### src/rtl/cmd_pkg.sv
// -----------------------------------------------------------------------------
// cmd_pkg
// Constants and types for the TRS-80 /CMD format. Both the saver (write-out)
// and the download loader use them.
//   CMD_TYPE_DATA  : record type of a load block (type 01)
//   CMD_TYPE_XFER  : record type of the transfer-address block (type 02)
//   CMD_XFER_LEN   : LEN byte of the transfer block (always 2 address bytes)
//   CMD_MAX_BLOCK  : largest number of data bytes carried by one load block
//   saver_state_e  : state encoding of cmd_saver
//   cmd_len_byte() : LEN byte of a load block that carries n data bytes
// -----------------------------------------------------------------------------
package cmd_pkg;

   localparam logic [7:0] CMD_TYPE_DATA = 8'h01;
   localparam logic [7:0] CMD_TYPE_XFER = 8'h02;
   localparam logic [7:0] CMD_XFER_LEN  = 8'h02;
   localparam int         CMD_MAX_BLOCK = 256;

   typedef enum logic [3:0] {
      ST_IDLE      = 4'd0,
      ST_HDR_TYPE  = 4'd1,
      ST_HDR_LEN   = 4'd2,
      ST_HDR_LSB   = 4'd3,
      ST_HDR_MSB   = 4'd4,
      ST_RD_REQ    = 4'd5,
      ST_RD_WAIT   = 4'd6,
      ST_DATA      = 4'd7,
      ST_XFER_TYPE = 4'd8,
      ST_XFER_LEN  = 4'd9,
      ST_XFER_LSB  = 4'd10,
      ST_XFER_MSB  = 4'd11
   } saver_state_e;

   // LEN counts the two address bytes plus the data bytes, modulo 256, so a
   // full 256-byte block encodes as 0x02 and a 254-byte block as 0x00.
   function automatic logic [7:0] cmd_len_byte(input logic [8:0] n);
      return n[7:0] + 8'd2;
   endfunction

endpackage

### src/rtl/cmd_saver.sv
// -----------------------------------------------------------------------------
// cmd_saver
// Serialises the RAM region [start_addr, end_addr] into a /CMD byte stream:
// type-01 load blocks of up to 256 data bytes, followed by one type-02
// transfer-address block that carries exec_addr.
//
// Ports
//   clock, reset         : system clock, synchronous active-high reset
//   start                : one-cycle save request (ignored while busy)
//   start_addr, end_addr : inclusive RAM range to save
//   exec_addr            : entry address placed in the type-02 block
//   mem_rd, mem_addr     : one-cycle RAM read strobe and its address
//   mem_ack, mem_data    : read data is valid on the cycle mem_ack is high
//   out_valid, out_ready : stream handshake
//   out_byte, out_last   : stream byte, last-byte marker
//   busy                 : save in progress
//   done                 : one-cycle pulse after the last byte is accepted
//   error                : one-cycle pulse when start has end_addr < start_addr
//   dbg_state            : current FSM state, for checkers
//
// Stream handshake: a byte transfers on every clock edge where out_valid and
// out_ready are both high. Once out_valid is raised, out_byte and out_last
// hold their value until the transfer happens; out_valid never drops without
// a transfer except on reset.
// -----------------------------------------------------------------------------
module cmd_saver
   import cmd_pkg::*;
#(
   parameter int DATA = 8,
   parameter int ADDR = 16
) (
   input  logic               clock,
   input  logic               reset,
   input  logic               start,
   input  logic [ADDR-1:0]    start_addr,
   input  logic [ADDR-1:0]    end_addr,
   input  logic [ADDR-1:0]    exec_addr,
   output logic               mem_rd,
   output logic [ADDR-1:0]    mem_addr,
   input  logic               mem_ack,
   input  logic [DATA-1:0]    mem_data,
   output logic               out_valid,
   input  logic               out_ready,
   output logic [DATA-1:0]    out_byte,
   output logic               out_last,
   output logic               busy,
   output logic               done,
   output logic               error,
   output saver_state_e       dbg_state
);

   saver_state_e    state_q, state_d;
   logic [ADDR-1:0] addr_q, addr_d;         // address of the next data byte
   logic [ADDR-1:0] exec_q, exec_d;
   logic [ADDR:0]   rem_q, rem_d;           // bytes still to emit, one bit wider
   logic [8:0]      blk_q, blk_d;           // bytes left in the current block
   logic [DATA-1:0] data_q, data_d;
   logic [ADDR-1:0] mem_addr_q, mem_addr_d;
   logic            done_q, done_d;
   logic            error_q, error_d;

   logic [8:0]      blk_n;                  // size of the block being headed
   logic            accept;

   // The header is emitted while rem_q still holds the count at block start,
   // so the block size can be derived from it directly.
   assign blk_n  = (rem_q >= (ADDR+1)'(CMD_MAX_BLOCK)) ? 9'(CMD_MAX_BLOCK)
                                                      : rem_q[8:0];
   assign accept = out_valid && out_ready;

   // ---------------------------------------------------------------- outputs
   always_comb begin
      out_valid = 1'b0;
      out_byte  = '0;
      out_last  = 1'b0;
      case (state_q)
         ST_HDR_TYPE:  begin out_valid = 1'b1; out_byte = CMD_TYPE_DATA;       end
         ST_HDR_LEN:   begin out_valid = 1'b1; out_byte = cmd_len_byte(blk_n); end
         ST_HDR_LSB:   begin out_valid = 1'b1; out_byte = addr_q[7:0];         end
         ST_HDR_MSB:   begin out_valid = 1'b1; out_byte = addr_q[15:8];        end
         ST_DATA:      begin out_valid = 1'b1; out_byte = data_q;              end
         ST_XFER_TYPE: begin out_valid = 1'b1; out_byte = CMD_TYPE_XFER;       end
         ST_XFER_LEN:  begin out_valid = 1'b1; out_byte = CMD_XFER_LEN;        end
         ST_XFER_LSB:  begin out_valid = 1'b1; out_byte = exec_q[7:0];         end
         ST_XFER_MSB:  begin
            out_valid = 1'b1;
            out_byte  = exec_q[15:8];
            out_last  = 1'b1;
         end
         default: ;
      endcase
   end

   assign mem_rd    = (state_q == ST_RD_REQ);
   assign mem_addr  = mem_addr_q;
   assign busy      = (state_q != ST_IDLE);
   assign done      = done_q;
   assign error     = error_q;
   assign dbg_state = state_q;

   // ------------------------------------------------------------- next state
   always_comb begin
      state_d    = state_q;
      addr_d     = addr_q;
      exec_d     = exec_q;
      rem_d      = rem_q;
      blk_d      = blk_q;
      data_d     = data_q;
      mem_addr_d = mem_addr_q;
      done_d     = 1'b0;
      error_d    = 1'b0;

      case (state_q)
         ST_IDLE: begin
            if (start) begin
               if (end_addr >= start_addr) begin
                  addr_d  = start_addr;
                  exec_d  = exec_addr;
                  rem_d   = {1'b0, end_addr} - {1'b0, start_addr} + (ADDR+1)'(1);
                  state_d = ST_HDR_TYPE;
               end else begin
                  error_d = 1'b1;
               end
            end
         end
         ST_HDR_TYPE: if (accept) state_d = ST_HDR_LEN;
         ST_HDR_LEN:  if (accept) state_d = ST_HDR_LSB;
         ST_HDR_LSB:  if (accept) state_d = ST_HDR_MSB;
         ST_HDR_MSB: begin
            if (accept) begin
               blk_d      = blk_n;
               mem_addr_d = addr_q;
               state_d    = ST_RD_REQ;
            end
         end
         ST_RD_REQ: state_d = ST_RD_WAIT;
         ST_RD_WAIT: begin
            if (mem_ack) begin
               data_d  = mem_data;
               state_d = ST_DATA;
            end
         end
         ST_DATA: begin
            if (accept) begin
               // addr_q may wrap past the top of memory here, but mem_addr is
               // only reloaded when another read is actually issued.
               addr_d = addr_q + ADDR'(1);
               rem_d  = rem_q - (ADDR+1)'(1);
               blk_d  = blk_q - 9'd1;
               if (rem_q == (ADDR+1)'(1)) begin
                  state_d = ST_XFER_TYPE;
               end else if (blk_q == 9'd1) begin
                  state_d = ST_HDR_TYPE;
               end else begin
                  mem_addr_d = addr_q + ADDR'(1);
                  state_d    = ST_RD_REQ;
               end
            end
         end
         ST_XFER_TYPE: if (accept) state_d = ST_XFER_LEN;
         ST_XFER_LEN:  if (accept) state_d = ST_XFER_LSB;
         ST_XFER_LSB:  if (accept) state_d = ST_XFER_MSB;
         ST_XFER_MSB: begin
            if (accept) begin
               done_d  = 1'b1;
               state_d = ST_IDLE;
            end
         end
         default: state_d = ST_IDLE;
      endcase
   end

   // -------------------------------------------------------------- registers
   always_ff @(posedge clock) begin
      if (reset) begin
         state_q    <= ST_IDLE;
         addr_q     <= '0;
         exec_q     <= '0;
         rem_q      <= '0;
         blk_q      <= '0;
         data_q     <= '0;
         mem_addr_q <= '0;
         done_q     <= 1'b0;
         error_q    <= 1'b0;
      end else begin
         state_q    <= state_d;
         addr_q     <= addr_d;
         exec_q     <= exec_d;
         rem_q      <= rem_d;
         blk_q      <= blk_d;
         data_q     <= data_d;
         mem_addr_q <= mem_addr_d;
         done_q     <= done_d;
         error_q    <= error_d;
      end
   end

endmodule
### config.mk
export PLATFORM = sky130hd
export DESIGN_NAME = cmd_saver
export DESIGN_NICKNAME = d
export VERILOG_FILES = /design/src/rtl/cmd_pkg.sv /design/src/rtl/cmd_saver.sv
export SDC_FILE = /design/constraint.sdc
export NUM_CORES = 1
export LEC_CHECK = 0
export BUFFER_PORTS_ARGS = -buffer_cell sky130_fd_sc_hd__buf_2
export CORE_MARGIN = 1.5
export CORE_UTILIZATION = 40
export CTS_CLUSTER_SIZE = 20
export DETAILED_ROUTE_END_ITERATION = 8
export HOLD_SLACK_MARGIN = 0.12
export PLACE_DENSITY = 0.64
export SKIP_CTS_REPAIR_TIMING = 1
export SLEW_MARGIN = 40
export SYNTH_ARGS = -nofsm -noshare
export SYNTH_HDL_FRONTEND = slang
export SYNTH_SLANG_ARGS = --single-unit
export TNS_END_PERCENT = 30
### constraint.sdc
create_clock -name clock -period 3.1 [get_ports clock]
set_clock_uncertainty 0.1 [all_clocks]
set_input_delay 0.155 -clock clock [delete_from_list [all_inputs] [get_ports clock]]
set_output_delay 0.155 -clock clock [all_outputs]
set_load 0.01 [all_outputs]
==> After elaboration in Yosys (flattened, before gate mapping) <==
Cells that the tools add are included.
{ "totals": {"reg_bits": 88, "out_inout_bits": 34} }
{ "classes": {"addsub": 6, "mux": 37, "magnitude_cmp": 2, "n_eq_ne": 27, "n_reduce_logical": 15, "bitwise": 3} }
{ "op_table": {"columns": ["operator", "n"], "rows": [
  ["2-to-1 mux 16 bit", 7],
  ["one-hot mux 16 bit (2 select lines)", 2],
  ["one-hot mux 8 bit (8 select lines)", 1],
  ["2-to-1 mux 4 bit", 13],
  ["2-to-1 mux 17 bit", 3],
  ["one-hot mux 4 bit (12 select lines)", 1],
  ["one-hot mux 17 bit (2 select lines)", 1],
  ["!= test 2 bit, second input constant", 14],
  ["2-to-1 mux 9 bit", 3],
  ["one-hot mux 9 bit (2 select lines)", 1],
  ["adder 17 x 1 -> 17 bit, second input constant", 1],
  ["equality test 17 x 1 -> 1 bit, second input constant", 1],
  [">= comparator 17 x 9 -> 1 bit, second input constant", 1],
  ["subtractor 16 x 16 -> 17 bit", 1],
  ["subtractor 17 x 1 -> 17 bit, second input constant", 1],
  ["adder 16 x 1 -> 16 bit, second input constant", 1],
  ["equality test 4 x 3 -> 1 bit, second input constant", 4],
  ["equality test 4 bit, second input constant", 4],
  [">= comparator 16 bit", 1],
  ["AND reduction 12 bit", 1],
  ["equality test 9 x 1 -> 1 bit, second input constant", 1],
  ["OR reduction 9 bit", 1],
  ["subtractor 9 x 1 -> 9 bit, second input constant", 1],
  ["adder 8 x 2 -> 8 bit, second input constant", 1],
  ["other kinds (15)", 24]
]} }

==> Logic depth before layout (Yosys ltp) <==
{ "depth": {"ltp_word": 6, "ltp_mapped": 13, "depth_no_buf": 13} }

==> Worst setup path before layout <==
OpenSTA, ideal clock, no wires.
{ "synth_timing": {"path_kind": "register to output", "from": "reg rem_q[10]", "to": "out out_byte[7]", "slack_ps": 357, "stages_incl_launch_ff": 10, "path_buffers": 1, "required_time_ps": 2845, "arrival_time_ps": 2488, "cell_sequence": "dfxtp_1 > or4_1 > or3_4 > nor4_2 > buf_2 > and2_1 > ha_1 > nand3_1 > xor2_1 > o21ai_0"} }
{ "synth_via": {"elab_chain_len": 4} }
{ "synth_lines": {"columns": ["item", "line_no", "rtl"], "rows": [
  ["start, declared", "cmd_saver.sv:55", "logic [ADDR:0] rem_q, rem_d;"],
  ["start signal, assigned", "cmd_saver.sv:189", "rem_q <= rem_d;"],
  [">= comparator 17 x 9 -> 1 bit", "cmd_saver.sv:67", "assign blk_n = (rem_q >= (ADDR+1)'(CMD_MAX_BLOCK)) ? 9'(CMD_MAX_BLOCK)"],
  ["2-to-1 mux 9 bit", "cmd_saver.sv:67", null],
  ["adder 8 x 2 -> 8 bit", "cmd_pkg.sv:37", "return n[7:0] + 8'd2;"],
  ["one-hot mux 8 bit (8 select lines)", "cmd_saver.sv:76", "case (state_q)"],
  ["end, declared", "cmd_saver.sv:44", "output logic [DATA-1:0] out_byte,"]
]} }
Every way passes these cells.

==> Final worst setup path <==
{ "layout_timing": {"from": "reg rem_q[13]", "to": "out out_byte[5]"} }
Same word-level chain as after synthesis.

==> out/summary.log <==
INFO  status         outcome=finished with violations
INFO  status         violations=setup timing
INFO  setup_path     cp-end-kind=output pin
INFO  yosys          synth_edf_count=0
INFO  setup_path     critical_path_arrival=2970ps
INFO  detailed_routing drt_drc_violations_left=0
INFO  yosys          muxShareOfSynthArea=4.80%
INFO  floorplan      initial_core_util=41.0%
INFO  hold_path      min_path_cells=3
INFO  detailed_routing dr_wl_met2=8.79mm
INFO  detailed_routing drt-total-wl=18.8mm
INFO  yosys          synthCells=800
INFO  setup_path     crit_slowest_cell=sky130_fd_sc_hd__or4_4
INFO  global_routing antenna_found_initial=0
INFO  timing         timing.slew.headroom=50.5%
INFO  final_layout   synthToLayoutAreaGrowth=23.2%
INFO  timing         hold_slack=97.6ps
INFO  timing         final_critical_path_setup_slack=-120ps
INFO  timing         grt_setup_unrepaired=true
INFO  pwr            power.switching=1.24mW
INFO  yosys          yosys.cell_count.top_type=sky130_fd_sc_hd__nor2_1
INFO  cts            clock-sinks=88
INFO  setup_path     crit_path_cell_trace=or4_4 -> or3_4 -> nor4_4 -> and2_4 -> ha_4 -> nand3_2 -> xor2_1 -> o211ai_1 -> buf_2
INFO  yosys          synth.cells.most_frequent=sky130_fd_sc_hd__nor2_1, sky130_fd_sc_hd__dfxtp_1, sky130_fd_sc_hd__nand2_1, sky130_fd_sc_hd__o21ai_0, sky130_fd_sc_hd__a21oi_1
INFO  yosys          synth_top_family_by_area=compound AO/OA/AOI/OAI gates
INFO  pwr            irDropWorstVdd=0.291mV
INFO  yosys          synth_flop_cell=sky130_fd_sc_hd__dfxtp_1
INFO  yosys          synth-xor-area-share=4.48%
INFO  setup_path     critical_path.max_stage_delay=530ps
INFO  pwr            fraction_of_power_consumed_by_combinational_cells=30.8%
INFO  setup_path     reg2reg_setup_slack=330ps
INFO  detailed_routing top_layer_used=met4
INFO  placed_design  io_buffer_count=94
INFO  timing         post-route-period-util=104%
INFO  floorplan      chipWidth=128um
INFO  global_routing grt_start_max_net_pins=63
INFO  timing         max_freq=311MHz
INFO  detailed_routing antenna_violating_nets_post_route=0
INFO  pwr            intPower=2.40mW
INFO  pwr            power.share.sequential=36.3%
INFO  pwr            design_power_total=3.64mW
INFO  detailed_routing met3WireLength=906um
INFO  timing         setup_tns=-145ps
INFO  global_routing grt_overflow=0
INFO  hold_path      worstHoldPathType=input port to register
INFO  yosys          synthAdderAreaFrac=10.5%
INFO  yosys          async_flop_share=0%
INFO  timing         final_max_slew_viol_count=0
INFO  cts            insertion_delay=350ps
INFO  placed_design  hpwlAfterDp=13.8mm
INFO  yosys          synthSimpleGateAreaFrac=20.7%
INFO  detailed_routing via_per_inst=5.49
INFO  hold_path      hold-path-endpoint=addr_q[6]
INFO  yosys          synth_seq_area_share=28.1%
INFO  yosys          synth_area=6260um2
INFO  global_routing grt_first_pass_wirelength=30.1mm
INFO  global_routing track_usage=23.1%
INFO  cts            tritoncts.num_buffers=9
INFO  detailed_routing drt_pass_1_iters=5
INFO  final_layout   antenna_cells=0
INFO  setup_path     regToRegEndpoint=mem_addr[2]
INFO  yosys          synth-seq-cells=88
INFO  pwr            p_leak=3.24nW
INFO  timing         finalHoldViolations=0
INFO  setup_path     cp_data_required_time=2840ps
INFO  setup_path     worst-setup-path-type=register to output pin
INFO  pwr            clkPwrFrac=32.9%
INFO  placed_design  placed_area=7040um2
INFO  cts            clk_path_buf_depth=2
INFO  yosys          synthTopCellsByArea=sky130_fd_sc_hd__dfxtp_1, sky130_fd_sc_hd__ha_1, sky130_fd_sc_hd__nor2_1
INFO  final_layout   final_design_area_no_fill=7710um2
INFO  detailed_routing via_count=6202
INFO  setup_path     critical_path.n_buffers_inverters=1
INFO  timing         post-route-min-period=3220ps
INFO  detailed_routing violation_count_after_the_first_detailed_routing_iteration=521
INFO  detailed_routing routedLengthMet1=8.67mm
INFO  yosys          synthesis.yosys.warnings=0
INFO  floorplan      fp-row-count=45
INFO  yosys          yosysTopAreaCell=sky130_fd_sc_hd__dfxtp_1
INFO  pwr            power_per_cell_area=472nW/um2
INFO  yosys          syn_area_per_cell=7.83um2
INFO  setup_path     worstSetupStartpointType=register
INFO  final_layout   nets=1023
INFO  yosys          synth.top_cell.area_share=28.1%
INFO  setup_path     cp_max_fo=4
INFO  global_routing number_of_global_route_vias_before_repair=5700
INFO  pwr            power_switching_share=34.0%
INFO  setup_path     worst-r2r-cell-count=9
INFO  hold_path      hold_start=start_addr[6]
INFO  yosys          synth_compound_gate_area_share=25.4%
INFO  setup_path     cpLargestDelayFamily=simple AND/OR/NAND/NOR gates
INFO  run            max_cap_violations=0
INFO  final_layout   drive_above_1_share=19.4%
INFO  floorplan      core-area=15300um2
INFO  floorplan      area_of_the_die=16400um2
INFO  timing         timing.final.setup_violations=2
INFO  cts            worst_setup_hold_path_clk_slew=70ps
INFO  yosys          synth.lib_cells_used.distinct=62
INFO  placed_design  gp_routability_congestion=0.903
INFO  floorplan      floorplan.io_pins=95
INFO  cts            clock_tree.root_cell=sky130_fd_sc_hd__clkbuf_16
INFO  floorplan      chipHeight=128um
INFO  timing         worst_slew_pin_slew=737ps
INFO  yosys          syn-num-nets=909
INFO  cts            htree_levels=3
INFO  setup_path     r2r_start=rem_q[13]
INFO  detailed_routing route.detailed.wl_per_inst=16.6um
INFO  cts            tritoncts=built
[power by group through the flow]
| stage | Clock (mW) | Combinational [mW] | Sequential, mW |
|---|---|---|---|
| after floorplan | 0 | 0.736 | 1.30 |
| final | 1.20 | 1.12 | 1.32 |
| after CTS | 1.20 | 1.04 | 1.31 |
| after detailed placement | 0 | 1.04 | 1.34 |
| after global placement | 0 | 1.03 | 1.34 |
| after global routing | 1.25 | 1.24 | 1.33 |
[placed cells by master, fill, tap and decap left out, types with 9 or more instances in the layout]
| master | instances |
|---|---|
| sky130_fd_sc_hd__nor2_1 | 93 |
| sky130_fd_sc_hd__buf_2 | 93 |
| sky130_fd_sc_hd__dfxtp_1 | 86 |
| sky130_fd_sc_hd__o21ai_0 | 61 |
| sky130_fd_sc_hd__nand2_1 | 60 |
| sky130_fd_sc_hd__a21oi_1 | 55 |
| sky130_fd_sc_hd__inv_1 | 43 |
| sky130_fd_sc_hd__ha_1 | 39 |
| sky130_fd_sc_hd__nand3_1 | 30 |
| sky130_fd_sc_hd__mux2i_1 | 30 |
| sky130_fd_sc_hd__buf_4 | 30 |
| sky130_fd_sc_hd__dlygate4sd3_1 | 27 |
| sky130_fd_sc_hd__nor3_1 | 26 |
| sky130_fd_sc_hd__xor2_1 | 19 |
| sky130_fd_sc_hd__a211oi_2 | 16 |
| sky130_fd_sc_hd__a31oi_1 | 14 |
| sky130_fd_sc_hd__a211oi_1 | 13 |
| sky130_fd_sc_hd__xnor2_1 | 13 |
| sky130_fd_sc_hd__o22ai_1 | 11 |
| sky130_fd_sc_hd__nand2b_1 | 9 |
| sky130_fd_sc_hd__clkbuf_16 | 9 |
[tightest hold or removal path, stage by stage]
cell,delay [ps]
sky130_fd_sc_hd__buf_2,110
sky130_fd_sc_hd__o21ai_0,140
sky130_fd_sc_hd__a311oi_1,90
[layout make-up]
cell class	count	area [um2]
Timing Repair Buffer	153	1020
Clock inverter	6	92.6
Sequential cell	88	1770
Clock buffer	10	229
Fill cell	1494	7540
Multi-Input combinational cell	619	4180
Inverter	43	161
Tap cell	211	264
[worst max-delay path by stage]
| stage | start | endpoint | slack (ps) | cells past startpoint |
|---|---|---|---|---|
| floorplan | rem_q[10] | out_byte[7] | 360 | 9 |
| global placement | rem_q[10] | out_byte[5] | 210 | 9 |
| detailed placement | rem_q[10] | out_byte[5] | 160 | 9 |
| CTS | rem_q[10] | out_byte[5] | -220 | 9 |
| global route | rem_q[11] | out_byte[5] | -200 | 9 |
| finish | rem_q[13] | out_byte[5] | -120 | 9 |
[metrics by stage]
| stage | std cells | util (%) | worst slack (ps) |
|---|---|---|---|
| 2_1_floorplan | 800 | - | 357 |
| 3_3_place_gp | 1081 | 46.1 | 207 |
| 3_5_place_dp | 1082 | 46.2 | 160 |
| 4_1_cts | 1098 | 48.3 | -215 |
| 5_1_grt | 1130 | 50.6 | -202 |
| 6_report | 1130 | 50.6 | -120 |
[cells by family after synthesis]
| family | after synthesis |
|---|---|
| and+or+nand+nor | 272 |
| AOI/OAI and AO/OA | 237 |
| buffers and inverters | 93 |
| DFF | 88 |
| adders and majority gates | 48 |
| xor gates and xnor gates | 32 |
| muxes | 30 |
[flip-flops by register name (all words and copies together) (netlist names)]
register,count
error,1
dbg_state,4
done,1
blk_q,9
data_q,8
rem_q,17
mem_addr,16
addr_q,16
exec_q,16
[per-layer routing]
metal / vias to the layer above / GRT usage (%)
met5: - / 0
met3: 24 / 3.09
met2: 172 / 37.4
met1: 2890 / 31.7
met4: 0 / 7.40
li1: 3116 / -
Power figures use the tool's default switching activity.
